**src/rtl/program_sequencer_pkg.sv**
```systemverilog
// Shared opcode constants, FSM state type and decode helper for the program sequencer.
package program_sequencer_pkg;

    localparam logic [3:0] OP_NOP     = 4'h0;
    localparam logic [3:0] ULA_OP_MAX = 4'hC;
    localparam logic [3:0] OP_JMP     = 4'hD;
    localparam logic [3:0] OP_JZ      = 4'hE;
    localparam logic [3:0] OP_HLT     = 4'hF;

    typedef enum logic [2:0] {
        ST_IDLE,
        ST_FETCH,
        ST_DECODE,
        ST_ISSUE,
        ST_FETCH_OP,
        ST_TARGET,
        ST_HALT
    } state_t;

    // True for opcodes that are forwarded to the ULA rather than handled locally.
    function automatic logic is_ula_op(input logic [3:0] op);
        return op <= ULA_OP_MAX;
    endfunction

endpackage

```
**src/rtl/program_counter.sv**
```systemverilog
// Program counter: synchronous clear to RESET_PC, load, increment with natural wrap.
module program_counter #(
    parameter int                ADDR_W   = 8,
    parameter logic [ADDR_W-1:0] RESET_PC = '0
) (
    input  logic              Clockn,
    input  logic              Resetn,
    input  logic              inc,
    input  logic              load,
    input  logic [ADDR_W-1:0] loadValue,
    output logic [ADDR_W-1:0] pc
);

    // Load has priority over increment; arithmetic wraps modulo 2**ADDR_W.
    always_ff @(posedge Clockn) begin
        if (!Resetn)
            pc <= RESET_PC;
        else if (load)
            pc <= loadValue;
        else if (inc)
            pc <= pc + ADDR_W'(1);
    end

endmodule

```
**src/rtl/program_sequencer.sv**
```systemverilog
// Program sequencer: fetches instructions from a synchronous ROM, issues ALU ops
// to the ULA with a one-cycle active-low strobe and executes JMP/JZ/HLT locally.
module program_sequencer
    import program_sequencer_pkg::*;
#(
    parameter int                ADDR_W   = 8,
    parameter logic [ADDR_W-1:0] RESET_PC = '0
) (
    input  logic              Clockn,
    input  logic              Resetn,
    input  logic              Start,
    input  logic              Passo,
    input  logic              flagZero,
    output logic [ADDR_W-1:0] romAddr,
    input  logic [7:0]        romData,
    output logic [7:0]        barramentoDados,
    output logic              RegEnable,
    output logic              Halted,
    output logic [ADDR_W-1:0] ledsPC
);

    state_t            state;
    state_t            nextState;
    logic [3:0]        irOp;
    logic              pcInc;
    logic              pcLoad;
    logic [ADDR_W-1:0] pcLoadValue;
    logic [ADDR_W-1:0] pc;

    program_counter #(
        .ADDR_W  (ADDR_W),
        .RESET_PC(RESET_PC)
    ) u_pc (
        .Clockn   (Clockn),
        .Resetn   (Resetn),
        .inc      (pcInc),
        .load     (pcLoad),
        .loadValue(pcLoadValue),
        .pc       (pc)
    );

    assign romAddr   = pc;
    assign RegEnable = (state != ST_ISSUE);
    assign Halted    = (state == ST_HALT);

    // Next-state and PC control; DECODE looks at romData directly since IR loads on the same edge.
    always_comb begin
        nextState   = state;
        pcInc       = 1'b0;
        pcLoad      = 1'b0;
        pcLoadValue = romData[ADDR_W-1:0];
        case (state)
            ST_IDLE:     if (Start) nextState = ST_FETCH;
            ST_FETCH:    nextState = ST_DECODE;
            ST_DECODE: begin
                pcInc = 1'b1;
                if (is_ula_op(romData[7:4]))
                    nextState = ST_ISSUE;
                else if (romData[7:4] == OP_HLT)
                    nextState = ST_HALT;
                else
                    nextState = ST_FETCH_OP;
            end
            ST_ISSUE:    nextState = Passo ? ST_IDLE : ST_FETCH;
            ST_FETCH_OP: nextState = ST_TARGET;
            ST_TARGET: begin
                if (irOp == OP_JMP || flagZero)
                    pcLoad = 1'b1;
                else
                    pcInc = 1'b1;
                nextState = Passo ? ST_IDLE : ST_FETCH;
            end
            ST_HALT:     nextState = ST_HALT;
            default:     nextState = ST_IDLE;
        endcase
    end

    // State, opcode latch, held bus value and PC mirror.
    always_ff @(posedge Clockn) begin
        if (!Resetn) begin
            state           <= ST_IDLE;
            irOp            <= OP_NOP;
            barramentoDados <= '0;
            ledsPC          <= RESET_PC;
        end else begin
            state  <= nextState;
            ledsPC <= pc;
            if (state == ST_DECODE) begin
                irOp <= romData[7:4];
                if (is_ula_op(romData[7:4]))
                    barramentoDados <= romData;
            end
        end
    end

endmodule

```
**config.mk**
```make
export PLATFORM = sky130hd
export DESIGN_NAME = program_sequencer
export DESIGN_NICKNAME = d
export VERILOG_FILES = /design/src/rtl/program_sequencer_pkg.sv /design/src/rtl/program_counter.sv /design/src/rtl/program_sequencer.sv
export SDC_FILE = /design/constraint.sdc
export NUM_CORES = 1
export LEC_CHECK = 0
export BUFFER_PORTS_ARGS = -buffer_cell sky130_fd_sc_hd__buf_2
export CAP_MARGIN = 20
export CORE_ASPECT_RATIO = 1.75
export CORE_MARGIN = 2
export CORE_UTILIZATION = 50
export CTS_CLUSTER_SIZE = 12
export DETAILED_ROUTE_END_ITERATION = 12
export HOLD_SLACK_MARGIN = 0.15
export PLACE_DENSITY = 0.77
export SLEW_MARGIN = 10
export SYNTH_ARGS = -nofsm -noshare
export SYNTH_HDL_FRONTEND = slang
export SYNTH_SLANG_ARGS = --single-unit
```
**constraint.sdc**
```tcl
create_clock -name Clockn -period 2 [get_ports Clockn]
set_input_delay 0.2 -clock Clockn [delete_from_list [all_inputs] [get_ports Clockn]]
set_output_delay 0.2 -clock Clockn [all_outputs]
set_load 0.05 [all_outputs]
```
==> run metrics <==
status=complete, no violations; Hold-fix buffers, CTS=0; RSZ-0062 raised after global routing=false; Layout Skew=0.00161 ns; Total Nets Final=197; final setup vio count=0; Setup crit start=state[1]; R2R depth=4; crit path max fanout=12; Tcrit/Tclk final=0.927; fin. max-slew vios=0; flop2flop setup slack=0.15 ns; YS warnings=0; Synth Register Bits=31; Final min period=1.85 ns; DP HPWL=2300 um; clock transition at the registers of the reported paths=0.06 ns; critical path startpoint category=flop; Worst-Skew Late Latency=0.28 ns; Max VDD drop=0.617 mV; hold depth=3; number of synthesized flops with an enable pin=0; crit path DAT=2.07 ns; post-cts sizing count=0; Root Buffer=clkbuf_8; vias in the first global route=1152; FF+latch area=621 sq um; Vias/cell=5.76; commonest register cell after synthesis=dfxtp_1; register area share after synthesis=0.464; HP Class=input pin to flop; TritonRoute pass-1 iters=4; Worst Path Required=2.21 ns; Hold Slack=0.198 ns; Multi-input gate area=668 sq um; worst slew pin tran=0.566 ns; initial cell density of the core=0.530; wire per inst=14.8 um; hold endpoint=barramentoDados[1]; count of final hold-check violations=0; Peak Freq=539 MHz; IO Count=39; synth unique cells=42; total wire length=3110 um; most common cell type on the critical path=or3b_1; initial antenna violation count=0; vias=1210; reg2reg start=state[1]; Cells after Synth=143; Residual DRC=0; die span in x=43.1 um; crit-path cells=or3b_1 > o31ai_4 > or3b_1 > a31oi_1; global placement routability congestion=0.785; total CTS buffers=5; layout cells sized above 1=0.272; mapped cell area=1340 sq um; drt initial violations=46; IO Port Bufs=38; CTS tree=done; GRT Util Overall=0.210; async set-reset flop share out of synthesis=0; global route overflow=0; worst stage delay on the critical path=0.59 ns; Die Area=3120 sq um; HP Start=romData[1]; post-synthesis average cell area=9.35 sq um; CP endpoint kind=flop; H-tree level count=2; Die Ht=72.4 um; Core Box Area=2520 sq um; Layout area overhead=20.8%; setup TNS=0 ns; Crit Reg-Reg Endpoint=u_pc.pc[7]; Pleak=0.000700 uW; maxcap violations=0; Cell Pwr Density=816 nW/um^2; first-pass GRT wire length=4990 um; CTS Sinks=31; antenna viol nets, final=0; slowest CP cell=or3b_1; fillers=227; FP Rows=24; Slew HR=0.620; Post-CTS Setup Bufs=0; largest net degree at the start of global routing=26; syn_nets=157; Setup CP Type=flop to flop; Clock Tree Buf Depth=2; Diodes inserted=0
## stage by stage
| step | cells | area (sq um) | utilization | total power [uW] | setup slack [ns] |
|---|---|---|---|---|---|
| after global placement | 202 | 1530 | 0.608 | 857 | 0.231 |
| after CTS | 210 | 1620 | 0.640 | 1320 | 0.137 |
| after detailed placement | 202 | 1530 | 0.608 | 863 | 0.161 |
| after global routing | 210 | 1620 | 0.640 | 1370 | 0.0214 |
| final | 210 | 1620 | 0.640 | 1320 | 0.146 |
| after floorplan | 143 | 1340 | - | 811 | 0.285 |
## state kept, by name (all words and copies together) (netlist names)
register         flops
state                3
irOp                 4
barramentoDados      8
ledsPC               8
u_pc.pc              8
## worst max path at each step
stage                       endpoint  slack (ns)  depth (start not counted)
after floorplan           u_pc.pc[7]        0.28                          4
after global placement    u_pc.pc[7]        0.23                          4
after detailed placement  u_pc.pc[7]        0.16                          4
after CTS                 u_pc.pc[7]        0.14                          4
after global routing      u_pc.pc[7]        0.02                          4
final                     u_pc.pc[7]        0.15                          4
## synthesized netlist by cell type (3+ instances only)
cell type	instances	area share
mux2i_1	5	0.037
inv_1	4	0.011
nor2b_1	6	0.028
and2_1	8	0.037
nand2_1	13	0.036
o21ai_0	6	0.022
nand3_1	4	0.015
a21oi_1	11	0.041
nor2_1	6	0.017
a211oi_1	3	0.017
dfxtp_1	31	0.46
nor3_1	4	0.015
buf_2	3	0.011
## critical path, delay by kind of cell (launching register included)
kind,cells,cell delay (ns)
flip-flops,1,0.50
AO/OA/AOI/OAI,2,0.32
AND/OR/NAND/NOR,2,0.97
## power by group
part           total (uW)  internal (uW)  switching, uW
clock network         470            244            226
logic                 182           58.5            123
registers             667            642           25.9
## final cells by class
cell class | instances | share of cell area
multi-input cells | 102 | 0.414
flip-flops and latches | 31 | 0.384
repair buffers | 39 | 0.122
clock buffers | 7 | 0.0473
well taps | 26 | 0.0201
inverters | 4 | 0.00930
clock inverters | 1 | 0.00310
## cells by family after synthesis
kind of cell,synth area share
flops,0.464
mux,0.0374
simple gates,0.241
buf+inv,0.0365
compound gates,0.211
fa+ha+maj,0.00935
## layout by cell type, fill, tap and decap left out, types with 3 or more instances in the layout
master | synthesis | layout
dfxtp_1 | 31 | 31
nor2b_1 | 6 | 6
nand2_1 | 13 | 13
a21oi_1 | 11 | 11
o21ai_0 | 6 | 6
and2_1 | 8 | 8
nor2_1 | 6 | 6
mux2i_1 | 5 | 5
nor3_1 | 4 | 4
buf_2 | 3 | 38
clkbuf_8 | 0 | 5
a211oi_1 | 3 | 3
inv_1 | 4 | 4
nand3_1 | 4 | 4
## metal layers
metal | GRT usage | part of all wire | up-vias
met4 | 0.131 | 0.038 | 0
met5 | 0 | 0 | -
met1 | 0.220 | 0.39 | 549
met2 | 0.355 | 0.52 | 50
li1 | - | - | 599
met3 | 0.0647 | 0.056 | 12
No activity file was read; power rests on OpenSTA's default activity.
